===== src/rtl/sobel_pkg.sv =====
// rtl/sobel_pkg.sv - shared constants, FSM states and index-width helper for the Sobel window controller
package sobel_pkg;

    localparam int PIX_W = 8;

    typedef enum logic [1:0] {
        IDLE,
        RUN,
        DRAIN,
        DONE
    } state_t;

    function automatic int idx_w(input int n);
        return (n < 2) ? 1 : $clog2(n);
    endfunction

endpackage


===== src/rtl/sobel_window_ctrl_if.sv =====
// rtl/sobel_window_ctrl_if.sv - pixel-in / edge-out stream bundle for the Sobel window controller
interface sobel_window_ctrl_if #(
    parameter int PW = sobel_pkg::PIX_W
);
    logic          in_valid;
    logic [PW-1:0] in_pix;
    logic          in_ready;
    logic          out_valid;
    logic [PW-1:0] out_pix;
    logic          out_last;
    logic          out_ready;

    modport master (
        output in_valid, in_pix, out_ready,
        input  in_ready, out_valid, out_pix, out_last
    );

    modport slave (
        input  in_valid, in_pix, out_ready,
        output in_ready, out_valid, out_pix, out_last
    );
endinterface


===== src/rtl/sobel_line_buf.sv =====
// rtl/sobel_line_buf.sv - one image row of pixels, synchronous write and asynchronous read at one address
module sobel_line_buf #(
    parameter int DEPTH = 64,
    parameter int AW    = 6,
    parameter int PW    = 8
) (
    input  logic          clk,
    input  logic          we,
    input  logic [AW-1:0] addr,
    input  logic [PW-1:0] wdata,
    output logic [PW-1:0] rdata
);
    logic [PW-1:0] mem [0:DEPTH-1];

    always_ff @(posedge clk) begin
        if (we) begin
            mem[addr] <= wdata;
        end
    end

    assign rdata = mem[addr];
endmodule


===== src/rtl/sobel_window_ctrl.sv =====
// rtl/sobel_window_ctrl.sv - raster-scan 3x3 window sequencer feeding an external Sobel kernel
module sobel_window_ctrl
    import sobel_pkg::*;
#(
    parameter int IMG_W = 64,
    parameter int IMG_H = 64,
    parameter int PW    = PIX_W
) (
    input  logic                clk,
    input  logic                rst,
    input  logic                start,
    sobel_window_ctrl_if.slave  s,
    output logic [PW-1:0]       k_p0,
    output logic [PW-1:0]       k_p1,
    output logic [PW-1:0]       k_p2,
    output logic [PW-1:0]       k_p3,
    output logic [PW-1:0]       k_p5,
    output logic [PW-1:0]       k_p6,
    output logic [PW-1:0]       k_p7,
    output logic [PW-1:0]       k_p8,
    input  logic [PW-1:0]       k_out,
    output logic                busy,
    output logic                done
);
    localparam int XW = idx_w(IMG_W);
    localparam int YW = idx_w(IMG_H);
    localparam logic [XW-1:0] X_LAST = XW'(IMG_W - 1);
    localparam logic [YW-1:0] Y_LAST = YW'(IMG_H - 1);
    localparam logic [XW-1:0] X_TWO  = XW'(2);
    localparam logic [YW-1:0] Y_TWO  = YW'(2);

    state_t        state, state_n;
    logic [XW-1:0] x;
    logic [YW-1:0] y;
    logic          win_valid;
    logic          win_last;
    logic [PW-1:0] win [0:8];
    logic [PW-1:0] lb0_rd;
    logic [PW-1:0] lb1_rd;
    logic          s2_free;
    logic          accept;
    logic          s2_load;
    logic          row_end;
    logic          frame_end;

    assign s2_free    = !s.out_valid || s.out_ready;
    assign s.in_ready = (state == RUN) && (!win_valid || s2_free);
    assign accept     = s.in_valid && s.in_ready;
    assign s2_load    = win_valid && s2_free;
    assign row_end    = (x == X_LAST);
    assign frame_end  = row_end && (y == Y_LAST);

    // lb0 holds the previous row, lb1 the row before that
    sobel_line_buf #(.DEPTH(IMG_W), .AW(XW), .PW(PW)) u_lb0 (
        .clk   (clk),
        .we    (accept),
        .addr  (x),
        .wdata (s.in_pix),
        .rdata (lb0_rd)
    );

    sobel_line_buf #(.DEPTH(IMG_W), .AW(XW), .PW(PW)) u_lb1 (
        .clk   (clk),
        .we    (accept),
        .addr  (x),
        .wdata (lb0_rd),
        .rdata (lb1_rd)
    );

    always_ff @(posedge clk or posedge rst) begin
        if (rst) begin
            state <= IDLE;
        end else begin
            state <= state_n;
        end
    end

    always_comb begin
        state_n = state;
        busy    = 1'b1;
        done    = 1'b0;
        case (state)
            IDLE: begin
                busy = 1'b0;
                if (start) state_n = RUN;
            end
            RUN: begin
                if (accept && frame_end) state_n = DRAIN;
            end
            DRAIN: begin
                if (!win_valid && !s.out_valid) state_n = DONE;
            end
            DONE: begin
                done    = 1'b1;
                state_n = IDLE;
            end
            default: state_n = IDLE;
        endcase
    end

    always_ff @(posedge clk or posedge rst) begin
        if (rst) begin
            x           <= '0;
            y           <= '0;
            win_valid   <= 1'b0;
            win_last    <= 1'b0;
            s.out_valid <= 1'b0;
            s.out_pix   <= '0;
            s.out_last  <= 1'b0;
            for (int i = 0; i < 9; i++) begin
                win[i] <= '0;
            end
        end else begin
            if (state == IDLE && start) begin
                x <= '0;
                y <= '0;
            end else if (accept) begin
                if (row_end) begin
                    x <= '0;
                    y <= frame_end ? '0 : y + 1'b1;
                end else begin
                    x <= x + 1'b1;
                end
            end

            // Columns left over from the previous row are flushed out by x<2 before any emit
            if (accept) begin
                win[0]    <= win[1];
                win[1]    <= win[2];
                win[2]    <= lb1_rd;
                win[3]    <= win[4];
                win[4]    <= win[5];
                win[5]    <= lb0_rd;
                win[6]    <= win[7];
                win[7]    <= win[8];
                win[8]    <= s.in_pix;
                win_valid <= (y >= Y_TWO) && (x >= X_TWO);
                win_last  <= frame_end;
            end else if (s2_load) begin
                win_valid <= 1'b0;
            end

            if (s2_load) begin
                s.out_pix   <= k_out;
                s.out_valid <= 1'b1;
                s.out_last  <= win_last;
            end else if (s.out_valid && s.out_ready) begin
                s.out_valid <= 1'b0;
                s.out_last  <= 1'b0;
            end
        end
    end

    assign k_p0 = win[0];
    assign k_p1 = win[1];
    assign k_p2 = win[2];
    assign k_p3 = win[3];
    assign k_p5 = win[5];
    assign k_p6 = win[6];
    assign k_p7 = win[7];
    assign k_p8 = win[8];
endmodule

===== src/flat_wrapper.sv =====
// flat-port wrapper written by rule: the top's interface ports become plain ports
module sobel_window_ctrl_flat import sobel_pkg::*;
#(
    parameter int IMG_W = 64,
    parameter int IMG_H = 64,
    parameter int PW    = PIX_W
)
  (clk, rst, start, k_p0, k_p1, k_p2, k_p3, k_p5, k_p6, k_p7, k_p8, k_out, busy, done, s_in_valid, s_in_pix, s_out_ready, s_in_ready, s_out_valid, s_out_pix, s_out_last);
  sobel_window_ctrl_if #(.PW(PW)) s_i ();
  input  logic clk;
  input  logic rst;
  input  logic start;
  output logic [PW-1:0] k_p0;
  output logic [PW-1:0] k_p1;
  output logic [PW-1:0] k_p2;
  output logic [PW-1:0] k_p3;
  output logic [PW-1:0] k_p5;
  output logic [PW-1:0] k_p6;
  output logic [PW-1:0] k_p7;
  output logic [PW-1:0] k_p8;
  input  logic [PW-1:0] k_out;
  output logic busy;
  output logic done;
  input wire logic [$bits(s_i.in_valid)-1:0] s_in_valid;
  input wire logic [$bits(s_i.in_pix)-1:0] s_in_pix;
  input wire logic [$bits(s_i.out_ready)-1:0] s_out_ready;
  output wire logic [$bits(s_i.in_ready)-1:0] s_in_ready;
  output wire logic [$bits(s_i.out_valid)-1:0] s_out_valid;
  output wire logic [$bits(s_i.out_pix)-1:0] s_out_pix;
  output wire logic [$bits(s_i.out_last)-1:0] s_out_last;
  assign s_i.in_valid = s_in_valid;
  assign s_i.in_pix = s_in_pix;
  assign s_i.out_ready = s_out_ready;
  assign s_in_ready = s_i.in_ready;
  assign s_out_valid = s_i.out_valid;
  assign s_out_pix = s_i.out_pix;
  assign s_out_last = s_i.out_last;
  sobel_window_ctrl #(.IMG_W(IMG_W), .IMG_H(IMG_H), .PW(PW)) u_core (.clk(clk), .rst(rst), .start(start), .s(s_i), .k_p0(k_p0), .k_p1(k_p1), .k_p2(k_p2), .k_p3(k_p3), .k_p5(k_p5), .k_p6(k_p6), .k_p7(k_p7), .k_p8(k_p8), .k_out(k_out), .busy(busy), .done(done));
endmodule

===== config.mk =====
export PLATFORM = sky130hd
export DESIGN_NAME = sobel_window_ctrl_flat
export DESIGN_NICKNAME = d
export VERILOG_FILES = /design/src/rtl/sobel_pkg.sv /design/src/rtl/sobel_window_ctrl_if.sv /design/src/rtl/sobel_line_buf.sv /design/src/rtl/sobel_window_ctrl.sv /design/src/flat_wrapper.sv
export SDC_FILE = /design/constraint.sdc
export NUM_CORES = 1
export LEC_CHECK = 0
export BUFFER_PORTS_ARGS = -buffer_cell sky130_fd_sc_hd__clkbuf_2
export CORE_MARGIN = 5
export CORE_UTILIZATION = 35
export CTS_CLUSTER_SIZE = 16
export DETAILED_ROUTE_END_ITERATION = 12
export GPL_TIMING_DRIVEN = 0
export PLACE_DENSITY = 0.61
export SLEW_MARGIN = 25
export SYNTH_ARGS = -nofsm -noshare
export SYNTH_HDL_FRONTEND = slang
export SYNTH_SLANG_ARGS = --single-unit

===== constraint.sdc =====
create_clock -name clk -period 11.2 [get_ports clk]
set_input_delay 3.36 -clock clk [delete_from_list [all_inputs] [get_ports clk]]
set_output_delay 3.36 -clock clk [all_outputs]
set_load 0.01 [all_outputs]

==> insert_results.sql <==
INSERT INTO impl_metrics (metric_group, metric, value, unit) VALUES
('timing', 'slew_viol_final', '0', ''),
('layout', 'drive_above_1_share', '23.09', '%'),
('layout', 'most-common-layout-cells', 'edfxtp_1 (1,024), mux2i_1 (250), nand2_1 (210), a22oi_1 (110), clkbuf_16 (109)', ''),
('setup_path', 'cp_startpoint', 's_out_ready', ''),
('timing', 'worst-slew-pin-transition', '1.182', 'ns'),
('routing', 'route.antenna.remaining_nets', '0', ''),
('cts', 'clock_sink_count', '1122', ''),
('timing', 'slew-limit-headroom', '20.98', '%'),
('layout', 'multi_input_comb_area', '9834', 'µm²'),
('synth', 'synth-warning-count', '0', ''),
('floorplanning', 'rows', '130', ''),
('grt', 'grt_pass1_wl', '183.8', 'mm'),
('layout', 'fill_cells', '11093', ''),
('synth', 'ys_top_cells_by_area', 'edfxtp_1 (70%), mux2i_1 (5.7%), dfrtp_1 (5.6%)', ''),
('pwr', 'worst_ir_drop_vdd', '0.1573', 'mV'),
('cts', 'cts_max_path_buffers', '3', ''),
('floorplanning', 'die_area', '132700', 'µm²'),
('timing', 'final-setup-viol-count', '0', ''),
('worst_hold_path', 'hold_path_end', 'u_core.k_p3[6]$_DFFE_PP0P_', ''),
('setup_path', 'cp_data_required_time', '7.84', 'ns'),
('cts', 'resized_cells_post_cts', '0', ''),
('flow_run', 'reported_max_cap_violation_count', '0', ''),
('cts', 'ctsRootBufferMaster', 'clkbuf_16', ''),
('grt', 'grt.overflow.total', '0', ''),
('synth', 'synth_fp_nets', '2552', ''),
('synth', 'synth_flop_cell', 'edfxtp_1', ''),
('floorplanning', 'die_height', '364.2', 'µm'),
('routing', 'drtIter0Drc', '3563', ''),
('synth', 'postSynthCellCount', '2522', ''),
('synth', 'postSynthRegisterBits', '1122', ''),
('layout', 'most_common_cell_after_layout_fill_and_taps_aside', 'edfxtp_1', ''),
('cts', 'tritoncts_clock_tree', 'yes', ''),
('floorplanning', 'design.portCount', '98', ''),
('synth', 'asyncSetResetFlopFracSynth', '8.734', '%'),
('worst_hold_path', 'hold_class', 'reg -> reg', ''),
('placement', 'place_congestion', '0.9986', ''),
('timing', 'max_freq', '0.1350', 'GHz'),
('cts', 'clk-insertion-delay-late', '0.72', 'ns'),
('timing', 'finClkSkew', '0.03797', 'ns'),
('floorplanning', 'start_util', '35.11', '%'),
('timing', 'fin_worst_hold_slack', '0.4634', 'ns'),
('outcome', 'run_status', 'completed', ''),
('layout', 'flow.area_growth_from_synthesis', '16.90', '%'),
('routing', 'met3_wirelength', '14.51', 'mm'),
('cts', 'ctsHtreeMaxLevel', '3', ''),
('setup_path', 'maximum_fanout_along_the_worst_path', '5', ''),
('synth', 'synth_top_area_share', '70.01', '%'),
('synth', 'synth_edf_count', '1024', ''),
('routing', 'dr.max_layer_used', 'met5', ''),
('setup_path', 'timing.critical_path.from_type', 'input port', ''),
('cts', 'inserted_clock_buffers', '107', ''),
('grt', 'grt_antenna_before_repair', '6', ''),
('timing', 'grt_setup_unrepaired', 'false', ''),
('setup_path', 'reg2regPathDepth', '12', ''),
('grt', 'vias_in_the_first_global_route', '23978', ''),
('pwr', 'p_leak', '17.15', 'nW'),
('routing', 'drt-met1-wl', '53.18', 'mm'),
('timing', 'finalHoldViolations', '0', ''),
('grt', 'global_route.usage.total', '19.51', '%'),
('pwr', 'power_density', '239.5', 'nW/µm²'),
('timing', 'min_period', '7.409', 'ns'),
('layout', 'final_nets', '2835', ''),
('cts', 'cts.repair_timing.setup_buffer_count', '0', ''),
('cts', 'cts.reportedPaths.clkPinSlew', '0.06', 'ns'),
('layout', 'post-route-cell-area', '51340', 'µm²'),
('routing', 'avgViaCountPerCell', '5.531', ''),
('floorplanning', 'chipWidth', '364.2', 'µm'),
('placement', 'dpl.hpwl', '90.35', 'mm'),
('setup_path', 'type_of_the_worst_setup_path', 'in -> out', ''),
('routing', 'route.detailed.wl_per_inst', '29.09', 'µm'),
('setup_path', 'crit_path_end_kind', 'primary output', '');
==> logic make-up after synthesis <==
kind of cell             count (synthesis)  share of synthesized area [%]
adder cells (fa/ha/maj)                  9                         0.2564
XOR/XNOR                                 4                        0.07978
buffers and inverters                  222                          2.880
AO/OA/AOI/OAI                          344                          5.598
multiplexers                           367                          11.06
AND/OR/NAND/NOR                        454                          4.535
flip-flops                            1122                          75.59
==> cell type report <==
class	instances	share of cell area [%]
flip-flops and latches	1122	64.67
multi-input cells	1178	19.15
clock inverters	52	1.153
well taps	1650	4.021
plain buffers	213	2.400
repair buffers	174	2.827
diodes	2	0.009748
inverters	9	0.07555
clock buffers	145	5.693
==> how the worst max path moves through the flow <==
stage / endpoint / slack (ns) / cells after the start
global route: s_in_ready / 3.77 / 4
floorplan: s_in_ready / 4.09 / 2
global placement: u_core.u_lb0.mem[27][3]$_DFFE_PP_ / 2.74 / 7
CTS: s_in_ready / 3.80 / 4
finish: s_in_ready / 3.79 / 4
detailed placement: s_in_ready / 3.80 / 4
==> registers in the layout, indices dropped and copies added (netlist names) <==
register / flops
u_core.k_p0: 8
u_core.k_p1: 8
u_core.win: 8
u_core.k_p5: 8
u_core.k_p8: 8
u_core.u_lb0.mem: 512
u_core.state: 2
u_core.s.out_valid: 1
u_core.k_p6: 8
u_core.k_p2: 8
u_core.k_p3: 8
u_core.k_p7: 8
u_core.s.out_last: 1
u_core.win_last: 1
u_core.s.out_pix: 8
u_core.win_valid: 1
u_core.y: 6
u_core.x: 6
u_core.u_lb1.mem: 512
==> per-stage QoR <==
stage / utilization [%] / total power [mW] / setup WS [ns] / cells
after global placement: 37.15 / 8.529 / 2.745 / 4269
after floorplan: - / 7.149 / 4.089 / 2522
after detailed placement: 38.23 / 8.674 / 3.799 / 4346
after global routing: 41.04 / 12.67 / 3.768 / 4543
final: 41.05 / 12.30 / 3.791 / 4545
after CTS: 41.04 / 12.28 / 3.797 / 4543
==> layer usage <==
layer,track usage [%],vias to the layer above
li1,-,10517
met1,26.96,12859
met2,29.33,1480
met3,5.150,281
met4,8.202,2
met5,0,-
==> report_power, final <==
group | total (mW) | internal [mW] | leakage [nW] | switching (mW)
sequential | 5.26 | 5.14 | 10.5 | 0.124
combinational | 3.39 | 1.15 | 4.97 | 2.24
clock | 3.65 | 2.06 | 1.71 | 1.58
==> synth_stat cells (4+ instances only) <==
cell	n
inv_1	6
ha_1	9
clkbuf_1	51
a21oi_1	18
and3_1	13
and2_1	6
a22o_1	5
mux2_2	24
nor3_1	17
edfxtp_1	1024
a31oi_1	15
mux4_2	92
nor2b_1	7
o2bb2ai_1	4
o21ai_1	4
a22oi_1	110
and4_1	8
nand2_1	210
o32a_1	5
dfrtp_1	98
buf_6	9
buf_4	75
a221oi_1	57
mux2i_1	250
o21ai_0	44
nor2_1	116
nand4_1	12
nand3_1	44
buf_1	12
nand3b_1	4
buf_2	65
o22ai_1	54
nand2b_1	5
==> critical path, stage by stage <==
cell and delay (ns):
clkbuf_2 0.10, nand3b_1 0.25, and2_1 0.21, clkbuf_2 0.13
Note: power is estimated with default switching activity, not from simulation.
